`src/rtl/input_ctrl_pkg.sv`:
```
// Shared definitions for the input-control block: per-button state encoding
// and default debounce timing, in units of 100 Hz samples.
package input_ctrl_pkg;

   typedef enum logic [2:0] {
      IDLE = 3'd0,
      PCHK = 3'd1,
      HELD = 3'd2,
      LONG = 3'd3,
      RCHK = 3'd4
   } btn_state_t;

   localparam int DEF_N_BTN      = 4;
   localparam int DEF_STABLE_SMP = 3;
   localparam int DEF_LONG_SMP   = 100;
   localparam int DEF_REPEAT_SMP = 20;
   localparam int DEF_ACTIVE_LOW = 1;

endpackage

```
`src/rtl/btn_fsm.sv`:
```
// One debounced button: press/release qualification, long-press and auto-repeat.
// The state advances only on cycles where tick is high. All pulses are registered.
module btn_fsm
   import input_ctrl_pkg::*;
#(
   parameter int STABLE_SMP = DEF_STABLE_SMP,
   parameter int LONG_SMP   = DEF_LONG_SMP,
   parameter int REPEAT_SMP = DEF_REPEAT_SMP
) (
   input  logic clk,
   input  logic rst_n,
   input  logic tick,
   input  logic pressed,
   output logic level,
   output logic press,
   output logic rel,
   output logic long_pls,
   output logic rpt_pls
);

   localparam int CNT_W  = $clog2(STABLE_SMP + 1);
   localparam int HOLD_W = $clog2(LONG_SMP + 1);
   localparam int RPT_W  = $clog2(REPEAT_SMP + 1);

   localparam logic [CNT_W-1:0]  CNT_MAX  = CNT_W'(STABLE_SMP);
   localparam logic [CNT_W-1:0]  CNT_ONE  = CNT_W'(1);
   localparam logic [HOLD_W-1:0] HOLD_MAX = HOLD_W'(LONG_SMP);
   localparam logic [HOLD_W-1:0] HOLD_ONE = HOLD_W'(1);
   localparam logic [RPT_W-1:0]  RPT_MAX  = RPT_W'(REPEAT_SMP);
   localparam logic [RPT_W-1:0]  RPT_ONE  = RPT_W'(1);

   btn_state_t        state_q, state_d;
   logic [CNT_W-1:0]  cnt_q, cnt_d, cnt_inc;
   logic [HOLD_W-1:0] hold_q, hold_d, hold_inc;
   logic [RPT_W-1:0]  rpt_q, rpt_d, rpt_inc;
   logic              ret_long_q, ret_long_d;
   logic              level_q, level_d;
   logic              press_q, press_d;
   logic              rel_q, rel_d;
   logic              long_q, long_d;
   logic              rpt_pls_q, rpt_pls_d;

   // Saturating increments: counters park at their terminal value instead of wrapping.
   assign cnt_inc  = (cnt_q == CNT_MAX)   ? CNT_MAX  : cnt_q + CNT_ONE;
   assign hold_inc = (hold_q == HOLD_MAX) ? HOLD_MAX : hold_q + HOLD_ONE;
   assign rpt_inc  = (rpt_q == RPT_MAX)   ? RPT_MAX  : rpt_q + RPT_ONE;

   always_comb begin
      state_d    = state_q;
      cnt_d      = cnt_q;
      hold_d     = hold_q;
      rpt_d      = rpt_q;
      ret_long_d = ret_long_q;
      level_d    = level_q;
      press_d    = 1'b0;
      rel_d      = 1'b0;
      long_d     = 1'b0;
      rpt_pls_d  = 1'b0;

      if (tick) begin
         unique case (state_q)
            IDLE: begin
               if (pressed) begin
                  if (CNT_ONE == CNT_MAX) begin
                     state_d = HELD;
                     press_d = 1'b1;
                     level_d = 1'b1;
                     hold_d  = '0;
                     cnt_d   = '0;
                  end else begin
                     state_d = PCHK;
                     cnt_d   = CNT_ONE;
                  end
               end
            end

            PCHK: begin
               if (pressed) begin
                  if (cnt_inc == CNT_MAX) begin
                     state_d = HELD;
                     press_d = 1'b1;
                     level_d = 1'b1;
                     hold_d  = '0;
                     cnt_d   = '0;
                  end else begin
                     cnt_d = cnt_inc;
                  end
               end else begin
                  state_d = IDLE;
                  cnt_d   = '0;
               end
            end

            HELD, LONG: begin
               if (pressed) begin
                  if (state_q == HELD) begin
                     hold_d = hold_inc;
                     if (hold_inc == HOLD_MAX) begin
                        state_d = LONG;
                        long_d  = 1'b1;
                        rpt_d   = '0;
                     end
                  end else if (rpt_inc == RPT_MAX) begin
                     rpt_pls_d = 1'b1;
                     rpt_d     = '0;
                  end else begin
                     rpt_d = rpt_inc;
                  end
               end else if (CNT_ONE == CNT_MAX) begin
                  state_d = IDLE;
                  rel_d   = 1'b1;
                  level_d = 1'b0;
                  cnt_d   = '0;
               end else begin
                  // Remember where we came from so a release glitch resumes in place.
                  state_d    = RCHK;
                  cnt_d      = CNT_ONE;
                  ret_long_d = (state_q == LONG);
               end
            end

            RCHK: begin
               if (!pressed) begin
                  if (cnt_inc == CNT_MAX) begin
                     state_d = IDLE;
                     rel_d   = 1'b1;
                     level_d = 1'b0;
                     cnt_d   = '0;
                  end else begin
                     cnt_d = cnt_inc;
                  end
               end else begin
                  state_d = ret_long_q ? LONG : HELD;
                  cnt_d   = '0;
               end
            end

            default: begin
               state_d = IDLE;
               cnt_d   = '0;
            end
         endcase
      end
   end

   always_ff @(posedge clk or negedge rst_n) begin
      if (!rst_n) begin
         state_q    <= IDLE;
         cnt_q      <= '0;
         hold_q     <= '0;
         rpt_q      <= '0;
         ret_long_q <= 1'b0;
         level_q    <= 1'b0;
         press_q    <= 1'b0;
         rel_q      <= 1'b0;
         long_q     <= 1'b0;
         rpt_pls_q  <= 1'b0;
      end else begin
         state_q    <= state_d;
         cnt_q      <= cnt_d;
         hold_q     <= hold_d;
         rpt_q      <= rpt_d;
         ret_long_q <= ret_long_d;
         level_q    <= level_d;
         press_q    <= press_d;
         rel_q      <= rel_d;
         long_q     <= long_d;
         rpt_pls_q  <= rpt_pls_d;
      end
   end

   assign level    = level_q;
   assign press    = press_q;
   assign rel      = rel_q;
   assign long_pls = long_q;
   assign rpt_pls  = rpt_pls_q;

endmodule

```
`src/rtl/btn_conditioner.sv`:
```
// Push-button conditioner: synchronizes clk100 and the raw pins into clk,
// turns clk100 rising edges into a sample strobe and debounces each button.
module btn_conditioner
   import input_ctrl_pkg::*;
#(
   parameter int N_BTN      = DEF_N_BTN,
   parameter int STABLE_SMP = DEF_STABLE_SMP,
   parameter int LONG_SMP   = DEF_LONG_SMP,
   parameter int REPEAT_SMP = DEF_REPEAT_SMP,
   parameter int ACTIVE_LOW = DEF_ACTIVE_LOW
) (
   input  logic             clk,
   input  logic             rst_n,
   input  logic             clk100,
   input  logic [N_BTN-1:0] btn_raw,
   output logic             sample_tick,
   output logic [N_BTN-1:0] btn_level,
   output logic [N_BTN-1:0] btn_press,
   output logic [N_BTN-1:0] btn_release,
   output logic [N_BTN-1:0] btn_long,
   output logic [N_BTN-1:0] btn_repeat
);

   logic [1:0]       clk_sync_q, clk_sync_d;
   logic             clk_prev_q, clk_prev_d;
   logic             tick_q, tick_d;
   logic [N_BTN-1:0] btn_s1_q, btn_s1_d;
   logic [N_BTN-1:0] btn_s2_q, btn_s2_d;
   logic [N_BTN-1:0] pressed;

   // Edge detect is registered so the strobe lands 3 clk after the clk100 edge.
   always_comb begin
      clk_sync_d = {clk_sync_q[0], clk100};
      clk_prev_d = clk_sync_q[1];
      tick_d     = clk_sync_q[1] & ~clk_prev_q;
      btn_s1_d   = btn_raw;
      btn_s2_d   = btn_s1_q;
   end

   always_ff @(posedge clk or negedge rst_n) begin
      if (!rst_n) begin
         clk_sync_q <= '0;
         clk_prev_q <= 1'b0;
         tick_q     <= 1'b0;
         btn_s1_q   <= '0;
         btn_s2_q   <= '0;
      end else begin
         clk_sync_q <= clk_sync_d;
         clk_prev_q <= clk_prev_d;
         tick_q     <= tick_d;
         btn_s1_q   <= btn_s1_d;
         btn_s2_q   <= btn_s2_d;
      end
   end

   assign pressed     = (ACTIVE_LOW != 0) ? ~btn_s2_q : btn_s2_q;
   assign sample_tick = tick_q;

   for (genvar i = 0; i < N_BTN; i++) begin : g_btn
      btn_fsm #(
         .STABLE_SMP (STABLE_SMP),
         .LONG_SMP   (LONG_SMP),
         .REPEAT_SMP (REPEAT_SMP)
      ) u_fsm (
         .clk      (clk),
         .rst_n    (rst_n),
         .tick     (tick_q),
         .pressed  (pressed[i]),
         .level    (btn_level[i]),
         .press    (btn_press[i]),
         .rel      (btn_release[i]),
         .long_pls (btn_long[i]),
         .rpt_pls  (btn_repeat[i])
      );
   end

endmodule
```
`config.mk`:
```
export PLATFORM = sky130hd
export DESIGN_NAME = btn_conditioner
export DESIGN_NICKNAME = d
export VERILOG_FILES = /design/src/rtl/input_ctrl_pkg.sv /design/src/rtl/btn_fsm.sv /design/src/rtl/btn_conditioner.sv
export SDC_FILE = /design/constraint.sdc
export NUM_CORES = 1
export LEC_CHECK = 0
export CAP_MARGIN = 20
export CORE_MARGIN = 10
export CORE_UTILIZATION = 45
export CTS_CLUSTER_DIAMETER = 200
export DETAILED_ROUTE_END_ITERATION = 12
export MAX_ROUTING_LAYER = met4
export PLACE_DENSITY = 0.74
export SLEW_MARGIN = 15
export SYNTH_ARGS = -nofsm -noshare
export SYNTH_HDL_FRONTEND = slang
export SYNTH_SLANG_ARGS = --single-unit
```
`constraint.sdc`:
```
create_clock -name clk -period 4.3 [get_ports clk]
set_clock_uncertainty 0.1 [all_clocks]
set_input_delay 1.075 -clock clk [delete_from_list [all_inputs] [get_ports clk]]
set_output_delay 1.075 -clock clk [all_outputs]
set_load 0.03 [all_outputs]
```
# --- Word level (Yosys, flattened, before mapping) ---
# Cells that the tools add are included.
word_totals:
  out_inout_bits: 21
  inputBits: 7
  wordCells: 392
  ff_bits: 104
op_classes:
  add_sub_neg: 12
  n_eq_ne: 92
  n_reduce_logical: 40
  bitwise: 7
  n_mux: 196
op_table:
  columns: ["operator", "count"]
  rows:
  - ["7-bit 2-to-1 mux", 20]
  - ["3-bit 2-to-1 mux", 32]
  - ["1-bit 2-to-1 mux", 88]
  - ["5-bit 2-to-1 mux", 16]
  - ["6-bit AND reduction", 12]
  - ["7-bit equality test, second input constant", 8]
  - ["7-bit one-hot mux with 2 select lines", 4]
  - ["2-bit 2-to-1 mux", 24]
  - ["2-bit inequality test, second input constant", 24]
  - ["3-bit by 2-bit inequality test with 1-bit output, second input constant", 16]
  - ["3-bit one-hot mux with 4 select lines", 4]
  - ["5-bit equality test, second input constant", 8]
  - ["2-bit one-hot mux with 4 select lines", 4]
  - ["7-bit by 1-bit adder with 7-bit output, second input constant", 4]
  - ["3-bit by 2-bit equality test with 1-bit output, second input constant", 8]
  - ["2-bit by 1-bit inequality test with 1-bit output, second input constant", 12]
  - ["3-bit AND reduction", 8]
  - ["5-bit by 1-bit adder with 5-bit output, second input constant", 4]
  - ["2-bit equality test, second input constant", 8]
  - ["4-bit AND reduction", 4]
  - ["2-bit nonzero test", 8]
  - ["3-bit by 1-bit equality test with 1-bit output, second input constant", 4]
  - ["3-bit equality test, second input constant", 4]
  - ["3-bit zero test", 4]
  - ["6 further kinds", 19]

# --- Depth between registers and ports, before layout ---
logic_depth:
  ltp_word: 8
  ltp_mapped: 9
  ltp_nobuf: 8

# --- Cells and area by module ---
# A second synthesis with hierarchy kept.
unflattened:
  cells_unflattened: 617
  area_unflattened_um2: 5779.3
modules_own_cells:
  columns: ["module", "cells_each", "seq_area_each_um2", "area_each_um2", "instances"]
  rows:
  - ["btn_fsm", 150, 575.6, 1362.6, 4]
  - ["btn_conditioner", 17, 300.3, 329.1, 1]

# --- Worst setup path before layout ---
# No wires, ideal clock.
synth_timing:
  path_kind: "reg2reg"
  from: "register g_btn[2].u_fsm.hold_q[0]"
  to: "register g_btn[2].u_fsm.rpt_q[3]"
  path_slack_ps: 1606
  path_buffers: 0
  arrival_time_ps: 2473
  setup_time_ps: 121
  stages_incl_launch_ff: 8
  t_required_ps: 4079
  period_less_slack_ps: 2694
  path_cell_list: "dfrtp_1 > ha_1 > or3b_1 > a2111o_1 > o311a_1 > or4_4 > a21o_1 > a22o_1"
synth_between:
  elab_chain_cells: 5
  word_cells_on_any_way: 6
  cone_classes: "add/sub (1); eq/ne (3); mux (1); reduce/logical (1)"
synth_rtl:
  columns: ["item", "line_no", "rtl"]
  rows:
  - ["start, declared", "btn_fsm.sv:34", "logic [HOLD_W-1:0] hold_q, hold_d, hold_inc;"]
  - ["start signal, assigned", "btn_fsm.sv:161", "hold_q <= hold_d;"]
  - ["7-bit by 1-bit adder with 7-bit output or 7-bit equality test (tied branches)", "btn_fsm.sv:45", "assign hold_inc = (hold_q == HOLD_MAX) ? HOLD_MAX : hold_q + HOLD_ONE;"]
  - ["7-bit 2-to-1 mux (*)", "btn_fsm.sv:45", null]
  - ["7-bit equality test (*)", "btn_fsm.sv:98", "if (hold_inc == HOLD_MAX) begin"]
  - ["2-bit inequality test (no source line) (*)", null, null]
  - ["4-bit AND reduction (no source line) (*)", null, null]
  - ["end signal, assigned", "btn_fsm.sv:162", "rpt_q <= rpt_d;"]
  - ["end, declared", "btn_fsm.sv:35", "logic [RPT_W-1:0] rpt_q, rpt_d, rpt_inc;"]
# Mark *: on every way between the ends. The rest lies on a longest branch, timed or not.
# A chain may end at the register's enable or synchronous reset.

# --- Final worst setup path ---
# Same ends and word-level chain as after synthesis.

==> flow_summary.toml <==
[critical_path]
cp.required_ns = 4.44
cp-end-kind = "register"
crit_fanout = 6
crit_type = "reg2reg"
arrival_ns = 2.97
worstSetupStartpointType = "register"

[routing]
drt-initial-drc-count = 285
drc = 0
routed_wl_um = 11600
viasPerCell = 5.69
wl_per_cell_um = 14.3
firstDrtPassIters = 4
num_vias = 4612
ant_nets = 0

[logic_synthesis]
ys_seq_elements = 104
yosys-top-cells-area = "dfrtp_1, o21ai_0, nand2_1, ha_1, nor2_1"
synth-main-ff-cell = "dfrtp_1"
synth-edff-count = 0
synthCells = 634
synth_top_area_share_pct = 45.1
yosysWarnings = 0
syn_area_um2 = 5770
synth.distinct_cells = 64
ys_async_sr_fraction_pct = 100
syn_avg_cell_area_um2 = 9.11
synth.most_common_cell = "dfrtp_1"
synth_common_cells = "dfrtp_1, nand2_1, o21ai_0"
yosysSeqAreaShare_pct = 45.1
yosys.area.top_type = "dfrtp_1"
syn_nets = 657

[status]
status = "complete, no violations"

[sta]
slew_viol_final = 0
hold_violations = 0
period_minus_slack_ns = 2.83
rsz0062_at_grt = "false"
fmax_mhz = 354
post-route-period-util_pct = 65.7
slew_headroom_pct = 40.1
setup_viol = 0
worst_pin_slew_ns = 0.887
tns_ns = 0

[grt]
grt_pass1_vias = 4527
grt_max_degree = 60
grt-ovfl-total = 0
grt_pass1_wl_um = 20800
grt_antenna_before_repair = 0
grtUsageTotal_pct = 14.0

[layout]
drive_above_1_share_pct = 5.64
fin_nets = 656
num-fill-cells = 1162
area_delta_synth_final_pct = 10.5
diodes = 0

[power]
p_sw_mw = 1.07
intPower_mw = 2.04
power_leakage_nw = 2.68
p_clk_share_pct = 28.9
ir_drop_uv = 232
p_per_area_nw_per_um2 = 488
netSwitchingFraction_pct = 34.4
finalPower_mw = 3.11
seqPwrFrac_pct = 46.3
comb_power_share_pct = 24.7

[clocking]
clock_path_buffers = 2
postCtsHoldBufs = 0
post_cts_resized = 0
cts.clk_slew.worst_paths_ns = 0.07
cts_tree = "done"
clock_sinks = 104
postCtsSetupBuffers = 0
clkLatencyLatePin_ns = 0.35
cts_buffers = 9
cts_root_buf = "clkbuf_16"
h-tree-depth = 3

[floorplan]
die_area_um2 = 17800
initial_core_util_pct = 45.9
io_pins = 28
die_h_um = 133
coreArea_um2 = 12600
die-width_um = 133
rows = 41

[place]
dp_hpwl_um = 8260
gp_routability_congestion = 0.884
io_buffers = 27

[flow_run]
drv_cap = 0

[min_path]
hp-class = "reg2reg"
## cells by family (layout without fill, tap and decap cells)
kind of cell	Yosys count	after routing	share of synthesized area, %
AO/OA/AOI/OAI	179	179	20.7
multiplexers	14	14	2.58
buffers and inverters	77	81	6.31
XOR/XNOR	11	11	1.67
AND/OR/NAND/NOR	233	233	20.2
flip-flops	104	104	45.1
adder cells (fa/ha/maj)	16	16	3.47
## path summary, 6_finish.rpt
| check | from | to | slack (ns) | depth (start not counted) |
|---|---|---|---|---|
| worst max register to register | g_btn[2].u_fsm.hold_q[0] | g_btn[2].u_fsm.rpt_q[3] | 1.47 | 7 |
| worst max-delay path | g_btn[2].u_fsm.hold_q[0] | g_btn[2].u_fsm.rpt_q[3] | 1.47 | 7 |
| max in group asynchronous | rst_n | g_btn[3].u_fsm.hold_q[5] | 2.57 | 2 |
| worst min-delay path | btn_s1_q[1] | btn_s2_q[1] | 0.25 | 0 |
| worst min register to register | btn_s1_q[1] | btn_s2_q[1] | 0.25 | 0 |
| min in group asynchronous | rst_n | g_btn[0].u_fsm.hold_q[1] | 0.66 | 1 |
## power groups by stage
stage	clock [mW]	sequential, mW	combinational, mW
final	0.900	1.44	0.769
after global routing	0.968	1.48	0.893
after CTS	0.931	1.43	0.776
after detailed placement	0	1.45	0.771
after global placement	0	1.44	0.737
after floorplan	0	1.30	0.723
## state kept, by name, summed over array words and instances, names as in the netlist
register                count
btn_s1_q                    4
g_btn.u_fsm.cnt_q           8
g_btn.u_fsm.rpt_pls         4
clk_sync_q                  2
btn_s2_q                    4
g_btn.u_fsm.rel             4
sample_tick                 1
g_btn.u_fsm.state_q        12
clk_prev_q                  1
g_btn.u_fsm.long_pls        4
g_btn.u_fsm.hold_q         28
g_btn.u_fsm.level           4
g_btn.u_fsm.press           4
g_btn.u_fsm.rpt_q          20
g_btn.u_fsm.ret_long_q      4
## cells in the final DEF, fill, tap and decap left out, types with 3 or more instances in the layout
master | Yosys | routed
or3_1 | 6 | 6
nor4_1 | 6 | 6
a22o_1 | 6 | 6
mux2_2 | 7 | 7
a31oi_1 | 3 | 3
and2_1 | 4 | 4
ha_1 | 16 | 16
clkbuf_16 | 0 | 9
nor2b_1 | 5 | 5
nand3_1 | 25 | 25
nand3b_1 | 4 | 4
o22ai_1 | 6 | 6
o211ai_1 | 6 | 6
xor2_1 | 6 | 6
o21ai_0 | 57 | 57
mux2i_1 | 7 | 7
nand2b_1 | 11 | 11
nand2_1 | 66 | 66
xnor2_1 | 5 | 5
nor2_1 | 51 | 51
a211o_1 | 3 | 3
a2111o_1 | 3 | 3
a21o_1 | 18 | 18
a311oi_1 | 4 | 4
o31ai_1 | 13 | 13
a21oi_1 | 27 | 27
inv_1 | 35 | 35
buf_4 | 20 | 4
a211oi_1 | 6 | 6
nor3_1 | 12 | 12
nand4_1 | 5 | 5
nor3b_1 | 11 | 11
dfrtp_1 | 104 | 104
and3_1 | 10 | 10
a32o_1 | 3 | 3
clkdlybuf4s50_1 | 0 | 26
or2_2 | 4 | 4
o22a_1 | 3 | 3
## critical path, cell delays in order (launching register included)
cell and delay [ns]:
dfrtp_1 0.43, ha_1 0.27, or3b_1 0.36, a2111o_1 0.40
o311a_1 0.12, or4_4 0.54, a21o_1 0.26, a22o_1 0.24
## per-stage QoR
step                      util [%]  cells  hold slack, ns  instance area, µm²  setup WS (ns)
after global placement        48.1    794           0.240                6050           1.50
after global routing          50.8    810           0.269                6380           1.37
after CTS                     50.8    810           0.254                6380           1.48
after floorplan                  -    634           0.231                5770           1.61
final                         50.8    810           0.252                6380           1.47
after detailed placement      48.1    794           0.237                6050           1.48
## cell type report
| type | instances | area [µm²] | share of cell area [%] |
|---|---|---|---|
| Clock buffer | 11 | 253 | 3.96 |
| Clock inverter | 5 | 78.8 | 1.24 |
| Inverter | 35 | 131 | 2.06 |
| Multi-Input combinational cell | 453 | 2810 | 44.0 |
| Sequential cell | 104 | 2600 | 40.8 |
| Tap cell | 172 | 215 | 3.37 |
| Timing Repair Buffer | 30 | 290 | 4.55 |
## metal layers
layer / routed length, µm / part of all wire (%) / global-route usage [%]
met1: 5540 / 48 / 17.6
met2: 5520 / 47 / 21.9
met3: 401 / 3.5 / 2.82
met4: 157 / 1.4 / 5.14
met5: 0 / 0 / -
Note: power is estimated with default switching activity, not from simulation.
